## config.mk

```make
export PLATFORM = sky130hd
export DESIGN_NAME = seq_restoring_divider
export DESIGN_NICKNAME = d
export VERILOG_FILES = /design/src/rtl/seq_restoring_divider.sv
export SDC_FILE = /design/constraint.sdc
export NUM_CORES = 1
export LEC_CHECK = 0
export ABC_AREA = 1
export BUFFER_PORTS_ARGS = -buffer_cell sky130_fd_sc_hd__buf_4
export CAP_MARGIN = 20
export CORE_UTILIZATION = 60
export DETAILED_ROUTE_END_ITERATION = 10
export HOLD_SLACK_MARGIN = 0.1
export MAX_ROUTING_LAYER = met4
export PLACE_DENSITY_LB_ADDON = 0.15
export RECOVER_POWER = 100
export SLEW_MARGIN = 20
export SYNTH_ARGS = -nofsm -noshare
export SYNTH_HDL_FRONTEND = slang
export SYNTH_SLANG_ARGS = --single-unit
```

## constraint.sdc

```tcl
create_clock -name clk -period 2.9 [get_ports clk]
set_input_delay 0 -clock clk [delete_from_list [all_inputs] [get_ports clk]]
set_output_delay 0 -clock clk [all_outputs]
set_load 0.05 [all_outputs]
```

## src/rtl/seq_restoring_divider.sv

```systemverilog
// Sequential restoring (shift-subtract) divider: unsigned quotient and remainder,
// one quotient bit per SHIFT/TEST(/SUB) iteration, with Begin_div/End_div handshake.
module seq_restoring_divider #(
  parameter int WIDTH = 8
) (
  input  logic             clk,
  input  logic             reset,
  input  logic             Begin_div,
  input  logic [WIDTH-1:0] dividend,
  input  logic [WIDTH-1:0] divisor,
  output logic [WIDTH-1:0] quotient,
  output logic [WIDTH-1:0] remainder,
  output logic             div_by_zero,
  output logic             End_div,
  output logic             done
);

  localparam int CW = (WIDTH > 2) ? $clog2(WIDTH) : 1;
  localparam logic [CW-1:0] LAST_CNT = CW'(WIDTH - 1);

  typedef enum logic [2:0] {
    IDLE  = 3'd0,
    INIT  = 3'd1,
    SHIFT = 3'd2,
    TEST  = 3'd3,
    SUB   = 3'd4,
    DONE  = 3'd5
  } state_t;

  state_t           state_r;
  state_t           state_s;
  logic [WIDTH:0]   rem_r;
  logic [WIDTH-1:0] quo_r;
  logic [WIDTH-1:0] div_r;
  logic [CW-1:0]    count_r;
  logic             ge_s;
  logic             last_s;

  assign ge_s    = (rem_r >= {1'b0, div_r});
  assign last_s  = (count_r == LAST_CNT);
  assign End_div = (state_r == IDLE);
  assign done    = (state_r == DONE);

  // State register
  always_ff @(posedge clk) begin
    if (!reset) begin
      state_r <= IDLE;
    end else begin
      state_r <= state_s;
    end
  end

  // Next-state decode
  always_comb begin
    state_s = IDLE;
    case (state_r)
      IDLE:    if (Begin_div) state_s = INIT; else state_s = IDLE;
      INIT:    if (divisor == {WIDTH{1'b0}}) state_s = DONE; else state_s = SHIFT;
      SHIFT:   state_s = TEST;
      TEST: begin
        if (ge_s) state_s = SUB;
        else if (last_s) state_s = DONE;
        else state_s = SHIFT;
      end
      SUB:     if (last_s) state_s = DONE; else state_s = SHIFT;
      DONE:    state_s = IDLE;
      default: state_s = IDLE;
    endcase
  end

  // Datapath: operand capture, shift/subtract iterations and result load
  always_ff @(posedge clk) begin
    if (!reset) begin
      rem_r       <= {(WIDTH+1){1'b0}};
      quo_r       <= {WIDTH{1'b0}};
      div_r       <= {WIDTH{1'b0}};
      count_r     <= {CW{1'b0}};
      quotient    <= {WIDTH{1'b0}};
      remainder   <= {WIDTH{1'b0}};
      div_by_zero <= 1'b0;
    end else begin
      case (state_r)
        INIT: begin
          quo_r   <= dividend;
          div_r   <= divisor;
          rem_r   <= {(WIDTH+1){1'b0}};
          count_r <= {CW{1'b0}};
        end
        SHIFT: begin
          {rem_r, quo_r} <= {rem_r[WIDTH-1:0], quo_r, 1'b0};
        end
        TEST: begin
          // On a successful compare the counter advances in SUB instead
          if (!ge_s) begin
            if (last_s) count_r <= {CW{1'b0}};
            else        count_r <= count_r + CW'(1);
          end
        end
        SUB: begin
          rem_r    <= rem_r - {1'b0, div_r};
          quo_r[0] <= 1'b1;
          if (last_s) count_r <= {CW{1'b0}};
          else        count_r <= count_r + CW'(1);
        end
        DONE: begin
          // A zero divisor skipped the iterations, so quo_r still holds the dividend
          if (div_r == {WIDTH{1'b0}}) begin
            quotient    <= {WIDTH{1'b1}};
            remainder   <= quo_r;
            div_by_zero <= 1'b1;
          end else begin
            quotient    <= quo_r;
            remainder   <= rem_r[WIDTH-1:0];
            div_by_zero <= 1'b0;
          end
        end
        default: begin
        end
      endcase
    end
  end

endmodule
```

==> results of run 1 <==
-- worst min-delay path by stage --
stage	end	slack, ps	cells past startpoint
global route	div_r[4]	520	2
detailed placement	quo_r[0]	270	3
floorplan	quo_r[0]	160	2
global placement	quo_r[0]	260	3
finish	div_r[4]	500	2
CTS	div_r[3]	500	2
-- final cells by class --
type / count / area, sq um / share of cell area (%)
repair buffers: 67 / 505 / 16.2
flip-flops and latches: 48 / 961 / 30.7
inverters: 56 / 210 / 6.73
clock buffers: 6 / 82.6 / 2.64
multi-input cells: 242 / 1260 / 40.5
clock inverters: 2 / 38.8 / 1.24
well taps: 50 / 62.6 / 2.00
-- report_power, final --
part           leakage (nW)  internal (W)  switching (W)
clock network        0.0614      0.000282       0.000235
logic                  1.01      0.000168       0.000269
registers             0.390      0.000703      0.0000383
total                  1.46       0.00115       0.000541
-- flip-flops by register name, summed over array words and instances, names as in the netlist --
signal and cells:
state_r 3, rem_r 9, quotient 8, count_r 3, div_r 8, remainder 8, quo_r 8, div_by_zero 1
-- layer usage --
metal | up-vias | wire [microns]
li1 | 1294 | -
met1 | 1217 | 3030
met2 | 90 | 3200
met3 | 16 | 430
met4 | 0 | 131
met5 | - | 0
-- through the flow --
stage                     total power, W  util, %  setup slack (ps)  hold WS (ps)  instance area, sq um
final                            0.00169     77.6               512           501                  3130
after global routing             0.00178     77.6               376           524                  3130
after CTS                        0.00170     80.2               924           500                  3230
after detailed placement         0.00114     70.2              1100           269                  2830
after global placement           0.00113     70.2              1130           258                  2830
after floorplan                  0.00105        -              1270           161                  2550
-- layout by cell type, fill, tap and decap left out, types with 7 or more instances in the layout --
| cell type | instances |
|---|---|
| clkbuf_1 | 18 |
| dfxtp_1 | 48 |
| ha_1 | 10 |
| nand2_1 | 64 |
| nor2_1 | 50 |
| nand3_1 | 25 |
| buf_4 | 21 |
| a21oi_1 | 28 |
| inv_1 | 51 |
| dlygate4sd3_1 | 28 |
| o221ai_1 | 7 |
| o211ai_1 | 10 |
| o21ai_0 | 17 |
-- logic make-up after synthesis --
group / Yosys count / synth area share [%]
flops: 48 / 37.7
compound gates: 77 / 18.4
simple gates: 153 / 26.7
fa+ha+maj: 11 / 5.69
buf+inv: 68 / 11.2
xor+xnor: 1 / 0.344
-- worst reg2reg max path, delay by kind of cell (launching register included) --
kind	cells	cell delay [ps]
AO/OA/AOI/OAI	1	130
buffers and inverters	2	1140
flip-flops	1	430
AND/OR/NAND/NOR	1	580
-- timing repair --
action,in CTS,in global routing
setup endpoints to repair,0,0
hold buffers,28,0
setup buffers,0,0
endpoints found under the hold margin,26,0
==> metrics.md, run 1 <==
| Metric | Value |
|---|---|
| Status | finished clean |
| Synth top area share | between 30% and 40% |
| DP HPWL | ~4.4 mm |
| 1st-iter DRT viols | 244 |
| Max Cap Viol | 0 |
| R2R Setup Slk | 510 ps |
| PwrDens | approximately 540 mW/mm^2 |
| Least-Margin Pin Slew | 1160 ps |
| CP arrival | 2590 ps |
| Peak VDD IR | 0.364 mV |
| Endpoints failing setup | 0 |
| Post-synthesis cell type count | 35 |
| Crit-path cells | nand3_1 -> inv_1 -> a21oi_1 -> dlygate4sd3_1 |
| Critical Path Max Stage Delay | 600 ps |
| CTS H-tree lvls | 2 |
| Req. time, crit path | about 3100 ps |
| GRT busiest layer | met2 |
| Cells after Synth | 358 |
| Core box area | 0.00403 sq mm |
| Total congestion overflow | 0 |
| YS warnings | 0 |
| Type of the tightest min-delay check | flip-flop to flip-flop |
| Achievable Freq | 0.419 GHz |
| GR Layer Usage met3 | 5.41% |
| Worst-case clock buffer depth | 2 |
| Worst setup startpoint | state_r[0] |
| Clock Skew | 6.78 ps |
| Post-synth EDFFs | 0 |
| Rel. slew slack | 21.8% |
| TritonRoute pass-1 iters | 5 |
| Slowest CP cell | dlygate4sd3_1 |
| Via count | 2617 |
| Fin crit share | 82.3% |
| Layout cells sized above 1 | 10.5% |
| Final Hold Viols | 0 |
| Chip width | 67.2 microns |
| Syn Nets | 388 |
| Post-route DRC | 0 |
| # IOs | 38 |
| Most numerous cell in the Yosys netlist | nand2_1 |
| Clock Root Buffer | clkbuf_8 |
| Worst r2r src | state_r[0] |
| Via density | 5.56 |
| Placed insts | about 440 |
| Initial Util | about 63% |
| WP buf/inv | 2 |
| Total GRT Usage | 33.5% |
| Vias in the first global route | 2365 |
| Average wire per standard cell | roughly 14 microns |
| Dominant synthesized flop cell | dfxtp_1 |
| Stages on worst setup path | 4 |
| Crit path capture | quo_r[2] |
| Largest net degree at the start of global routing | 29 |
| Post_cts resized | 0 |
| Crit Reg-Reg Endpoint | quo_r[2] |
| Rows | 23 |
| CP endpoint kind | flip-flop |
| Drt total wl | 6.79 mm |
| Yosys reg bits | 48 |
| Fill cell count | 322 |
| Synth top area cells | dfxtp_1, nand2_1, inv_1, nor2_1, a21oi_1 |
| Syn Std Cell Area | 0.00255 sq mm |
| FFs w/ async S/R, synth | 0% |
| Met1 GRT Util | 41.2% |
| Post-synth top cells | nand2_1, inv_1, nor2_1 |
| Worst-skew pair later-pin latency | 310 ps |
| Top delay family on crit path | buffers and inverters |
| First-pass GRT wire length | 10.8 mm |
| # nets final | 450 |
| Diode count | 0 |
| M2 GR Usage | about 54% |
| Syn-to-layout area delta | 22.6% |
| Cell Count, Final, Fillers Out | 471 |
| CP Launch Type | flip-flop |
| R2R cell count | 4 |
| CTS clk-pin slew, worst paths | 90 ps |
| Die Area | ~0.0045 sq mm |
| CP max FO | 20 |
| Leak Pwr | 1.46 nW |
| Syn_area_per_cell | 7.12 sq um |
| Final Wtd Congestion | between 1 and 1.5 |
| Initial antenna violation count | 0 |
| Setup_tns | 0 ps |
| Die Y | roughly 67 microns |
| Post-route ant nets | 0 |
| Period minus WS final | 2390 ps |
| Clock Sinks | 48 |
| TritonCTS Buffers | 5 |
| RSZ-0062 raised after global routing | no |
| Max Slew Vio Count | 0 |
| Hold Startpoint | div_r[4] |
| Sequential area share after synthesis | 37.7% |
| PortBufs | 37 |
| Cell taking the most area after synthesis | dfxtp_1 |
| Setup CP Type | flip-flop to flip-flop |
| CTS tree | yes |
(Power assumes the default switching activity.)
==> run 2, diff against run 1 <==
CORE_UTILIZATION = 57   (was 60)
clock period = 2.4 ns   (was 2.9 ns; I/O delays follow)
==> run 2 against run 1 <==
Core utilization shrank 1.7 points; final cell count shrank 0.21%; total power grew 24%; first-iteration DRC count shrank 11%; register-to-register slack lost 110 ps; largest power group unchanged; final area grew 0.64%; combinational power grew 20%.
==> metrics.md, run 2 (synthesis gave the netlist of run 1 again) <==
| Metric | Value |
|---|---|
| Status | finished clean |
| Fin crit share | 90.9% |
| Leak Pwr | 1.46 nW (about the same) |
| Worst-skew pair later-pin latency | 300 ps (about the same) |
| Placed insts | 435 (unchanged) |
| Vias in the first global route | 2291 (-3.1%) |
| Req. time, crit path | 2400 ps (-700 ps) |
| Via density | 5.55 (about the same) |
| Syn-to-layout area delta | 23.4% |
| Clock Root Buffer | clkbuf_8 |
| Clock Sinks | 48 (unchanged) |
| 1st-iter DRT viols | 217 (-11%) |
| Final Hold Viols | 0 (unchanged) |
| Least-Margin Pin Slew | 790 ps (-374 ps) |
| Total congestion overflow | 0 (unchanged) |
| R2R cell count | 6 (+2) |
| Most frequent cells in the layout | nand2_1, inv_1, nor2_1, dfxtp_1 |
| Initial antenna violation count | 0 (unchanged) |
| CP arrival | 2180 ps (-410 ps) |
| Crit path capture | done |
| Multi-input gate area | 0.00128 sq mm (+1.3%) |
| Max Cap Viol | 0 (unchanged) |
| Peak VDD IR | 0.421 mV (+16%) |
| Worst-case clock buffer depth | 2 (unchanged) |
| Final Wtd Congestion | 0.986 (-3.4%) |
| RSZ-0062 raised after global routing | no |
| Post_cts resized | 0 (unchanged) |
| Largest register FFs | 9 (unchanged) |
| Period minus WS final | 2180 ps |
| # nets final | 450 (unchanged) |
| Fill cell count | 322 (unchanged) |
| Total GRT Usage | 31.8% (-1.7 points) |
| Type of the tightest min-delay check | flip-flop to flip-flop |
| CP max FO | 18 (-10%) |
| Post-route DRC | 0 (unchanged) |
| TritonCTS Buffers | 5 (unchanged) |
| Commonest non-fill, non-tap cell in the layout | nand2_1 |
| CTS H-tree lvls | 2 (unchanged) |
| Post-route ant nets | 0 (unchanged) |
| Drt total wl | 6.70 mm (-1.3%) |
| Hold_buf cts | 28 (unchanged) |
| Rel. slew slack | 47.3% (+26 points) |
| Via count | 2609 (-0.31%) |
| CTS clk-pin slew, worst paths | 80 ps (about the same) |
| Final Worst Setup Slack | 217 ps (-295 ps) |
| Chip width | 68.9 microns (+2.5%) |
| Setup Buffers After CTS | 0 (unchanged) |
| CP endpoint kind | output port |
| Core box area | 0.00414 sq mm (+2.9%) |
| Average wire per standard cell | 14.2 microns (-1.1%) |
| Crit Reg-Reg Endpoint | rem_r[6] |
| CTS tree | yes |
| Post-Place Setup Slack | 595 ps (-510 ps) |
| # IOs | 38 (unchanged) |
| Setup CP Type | flip-flop to output port |
| Achievable Freq | about 0.46 GHz |
| Largest register by flop count | rem_r |
| PwrDens | 669 mW/mm^2 (+23%) |
| Worst r2r src | state_r[1] |
| Die Y | 68.9 microns (+2.5%) |
| R2R Setup Slk | 400 ps (-110 ps) |
| Rows | 23 (unchanged) |
| PortBufs | 37 (unchanged) |
| Final Util | 75.9% (-1.7 points) |
| Diode count | 0 (unchanged) |
| Initial Util | 61.5% (-1.8 points) |
| First-pass GRT wire length | 10.7 mm (-0.57%) |
| TritonRoute pass-1 iters | 6 (+1) |
| Largest net degree at the start of global routing | 29 (unchanged) |
| Max Slew Vio Count | 0 (unchanged) |
| Endpoints failing setup | 0 (unchanged) |
| CP Launch Type | flip-flop |
| Die Area | 0.00475 sq mm (+5.1%) |
| Setup_tns | 0 ps (unchanged) |
| Layout cells sized above 1 | 10.7% (+0.26 points) |
| Cell Count, Final, Fillers Out | 470 (-0.21%) |
| Reg area | 961 sq um (unchanged) |
| Clock Skew | 8.66 ps (+1.87 ps) |
| DP HPWL | 4.39 mm (-1.1%) |
| Worst setup startpoint | state_r[2] |
-- run 2: cell types whose count changed in the layout (fill, tap and decap cells not counted), sizes merged --
cell and delta:
clkinv -1, buf -1, bufinv +1
-- run 2: critical path, stage by stage, from the launching register on --
cell and delay [ps]:
dfxtp_1 380, inv_1 110, nor3_4 400, clkbuf_1 650, buf_4 330
-- run 2: routing by layer --
layer / GRT usage (%) / share of wire [%] / wire length [microns]
met3: 5.43 / 6.9 / 460
met4: 11.7 / 2.3 / 157
met2: 49.9 / 46 / 3100
met1: 40.9 / 44 / 2980
met5: - / 0 / 0
-- run 2: how the worst min path moves through the flow --
| stage | start | depth (start not counted) | endpoint | slack (ps) |
|---|---|---|---|---|
| 4_1_cts | div_r[3] | 2 | div_r[3] | 500 |
| 3_3_place_gp | dividend[0] | 3 | quo_r[0] | 250 |
| 5_1_grt | div_r[3] | 2 | div_r[3] | 530 |
| 3_5_place_dp | dividend[0] | 3 | quo_r[0] | 260 |
| 2_1_floorplan | dividend[0] | 2 | quo_r[0] | 160 |
| 6_report | div_r[3] | 2 | div_r[3] | 500 |
-- run 2: through the flow --
step / hold WS (ps) / power (W) / area, sq um
6_report: 496 / 0.00210 / 3150
5_1_grt: 527 / 0.00220 / 3150
4_1_cts: 497 / 0.00210 / 3240
3_5_place_dp: 260 / 0.00138 / 2830
3_3_place_gp: 253 / 0.00137 / 2830
2_1_floorplan: 161 / 0.00127 / 2550
-- run 2: area by class of cell --
class,instances,area share (%)
Inverter,56,6.68
Tap cell,50,1.99
Clock buffer,5,2.19
Sequential cell,48,30.5
Multi-Input combinational cell,242,40.7
Clock inverter,2,1.91
Timing Repair Buffer,67,16.0
-- run 2: power by group --
| group | switching [W] | total [W] | internal, W |
|---|---|---|---|
| clock | 0.000268 | 0.000678 | 0.000410 |
| sequential | 0.0000507 | 0.000900 | 0.000849 |
| combinational | 0.000321 | 0.000526 | 0.000204 |
| total | 0.000640 | 0.00210 | 0.00146 |
==> run 3, diff against run 2 <==
CORE_UTILIZATION = 40   (was 57)
==> run 3 against run 2 <==
Global-route usage decreased by 10 points; sequential power decreased by 0.4%; critical path depth increased by 2; clock skew decreased by 0.92 ps; sequential share of layout area decreased by 0.18 points; critical endpoint is now rem_r[6].
==> metrics.md, run 3 (synthesis gave the netlist of run 1 again) <==
| Metric | Value |
|---|---|
| Clock Sinks | 48 (unchanged) |
| DP HPWL | 4.56 mm (+3.7%) |
| Clk pwr share | 32.6% (+0.4 points) |
| PwrDens | 660 mW/mm^2 (-1.4%) |
| Rel. slew slack | 49.4% (+2.0 points) |
| RSZ-0062 raised after global routing | no |
| Clock Root Buffer | clkbuf_8 |
| Crit Reg-Reg Endpoint | rem_r[6] |
| Vias in the first global route | 2225 (-2.9%) |
| CP max FO | 20 (+2) |
| Largest register FFs | 9 (unchanged) |
| Diode count | 0 (unchanged) |
| Status | finished clean |
| Final Hold Viols | 0 (unchanged) |
| TritonRoute pass-1 iters | 4 (-2) |
| CTS H-tree lvls | 2 (unchanged) |
| TritonCTS Buffers | 5 (unchanged) |
| Most frequent cells in the layout | nand2_1, inv_1, nor2_1, dfxtp_1, a21oi_1 |
| Int Pwr | 0.00146 W (-0.34%) |
| Rows | 28 (+22%) |
| CTS clk-pin slew, worst paths | 90 ps (about the same) |
| CP arrival | 2230 ps (+50 ps) |
| # IOs | 38 (unchanged) |
| Fin crit share | 83.5% (-7.4 points) |
| Total GRT Usage | 21.4% (-10 points) |
| Leak Pwr | 1.46 nW (-0.16%) |
| Drt total wl | 6.40 mm (-4.5%) |
| Post-route DRC | 0 (unchanged) |
| Initial Util | 42.3% (-19 points) |
| Final Wtd Congestion | 0.897 (-9.0%) |
| Sw frac | 30.1% (-0.32 points) |
| Crit-path cells | inv_1 -> nand3_2 -> nand2_4 -> nor2_1 -> a22oi_1 -> a21oi_2 |
| Slowest CP cell | nor2_1 |
| Req. time, crit path | 2630 ps (+230 ps) |
| Initial antenna violation count | 0 (unchanged) |
| Largest net degree at the start of global routing | 29 (unchanged) |
| Critical Path Max Stage Delay | 580 ps (-70 ps) |
| Hold Startpoint | rem_r[0] |
| Setup_tns | 0 ps (unchanged) |
| Least-Margin Pin Slew | 759 ps (-31.5 ps) |
| Hold Crit Depth | 2 (unchanged) |
| Worst setup startpoint | state_r[1] |
| Via density | 4.96 (-11%) |
| Final Util | 52.5% (-23 points) |
| CP endpoint kind | flip-flop |
| Placed instance area | 0.00286 sq mm (+1.1%) |
| Die Area | 0.00670 sq mm (+41%) |
| Period minus WS final | 2000 ps (-178 ps) |
| Switching pwr | 0.000628 W (-1.8%) |
| Via count | 2452 (-6.0%) |
| Die Y | 81.8 microns (+19%) |
| Comb pwr share | 24.5% (-0.5 points) |
| Worst-case clock buffer depth | 2 (unchanged) |
| Max Cap Viol | 0 (unchanged) |
| Hold WS | 499 ps (+3.14 ps) |
| Flop pwr share | 42.9% (about the same) |
| Peak VDD IR | 0.386 mV (-8.5%) |
| R2R Setup Slk | 400 ps (about the same) |
| Largest register by flop count | rem_r |
| Syn-to-layout area delta | 24.1% |
| Layout cells sized above 1 | 10.7% (+0.026 points) |
| CTS tree | yes |
| Total congestion overflow | 0 (unchanged) |
| # nets final | 449 (-0.22%) |
| Achievable Freq | 0.499 GHz (+8.9%) |
| PortBufs | 37 (unchanged) |
| Chip width | 81.8 microns (+19%) |
| Endpoints failing setup | 0 (unchanged) |
| Commonest non-fill, non-tap cell in the layout | nand2_1 |
| R2R cell count | 6 (unchanged) |
| Worst r2r src | state_r[1] |
| Average wire per standard cell | 12.9 microns (-9.1%) |
| Hold Path End | rem_r[0] |
| Type of the tightest min-delay check | flip-flop to flip-flop |
| Final instance area | 0.00316 sq mm (+0.60%) |
| CP Launch Type | flip-flop |
| Core box area | 0.00603 sq mm (+45%) |
| Max Slew Vio Count | 0 (unchanged) |
| 1st-iter DRT viols | 247 (+14%) |
| Setup CP Type | flip-flop to flip-flop |
| Top delay family on crit path | simple AND/OR/NAND/NOR gates |
| WP buf/inv | 1 (-2) |
| Setup Buffers After CTS | 0 (unchanged) |
| Clock Skew | 7.74 ps (-0.917 ps) |
| Fill cell count | 609 (+89%) |
| First-pass GRT wire length | 10.6 mm (-1.7%) |
| Post_cts resized | 0 (unchanged) |
| Post-route ant nets | 0 (unchanged) |
| Worst-skew pair later-pin latency | 300 ps (about the same) |
-- run 3: per-stage QoR --
stage | total power (W) | worst slack (ps) | std cells
after detailed placement | 0.00138 | 615 | 460
final | 0.00209 | 395 | 494
after global routing | 0.00221 | 150 | 494
after floorplan | 0.00127 | 767 | 358
after CTS | 0.00212 | 420 | 494
after global placement | 0.00138 | 639 | 460
-- run 3: how the worst max path moves through the flow --
stage               cells past startpoint        to  slack [ps]
floorplan                               9  rem_r[6]         770
global placement                        9  rem_r[6]         640
detailed placement                      9  rem_r[6]         610
CTS                                     6  quo_r[5]         420
global route                            6  rem_r[6]         150
finish                                  6  rem_r[6]         400
-- run 3: power groups by stage --
stage	sequential (W)	combinational [W]	clock [W]
global route	0.000904	0.000579	0.000725
CTS	0.000897	0.000527	0.000699
global placement	0.000914	0.000468	0
floorplan	0.000903	0.000364	0
detailed placement	0.000915	0.000470	0
finish	0.000896	0.000511	0.000680
-- run 3: final cells by class --
type	instances	area, sq um	area share [%]
repair buffers	66	489	15.5
clock buffers	5	68.8	2.17
flip-flops and latches	48	961	30.4
inverters	56	210	6.64
clock inverters	2	60.1	1.90
well taps	75	93.8	2.97
multi-input cells	242	1280	40.5
-- run 3: tightest hold or removal path, cell delays in order, from the launching register on --
cell     delay, ps
dfxtp_1        330
nand2_1         60
a31oi_1         60
-- run 3: metal layers --
metal / wire (microns) / part of all wire (%) / track usage, % / vias up
met5: 0 / 0 / - / -
met4: 38 / 0.59 / 5.44 / 0
met3: 345 / 5.4 / 4.00 / 2
met2: 2930 / 46 / 32.9 / 57
met1: 3080 / 48 / 28.7 / 1098
li1: - / - / - / 1295
-- run 3: what timing repair did --
action,in CTS,in global routing
endpoints found under the setup margin,0,0
hold buffers,27,0
hold endpoints to repair,23,0
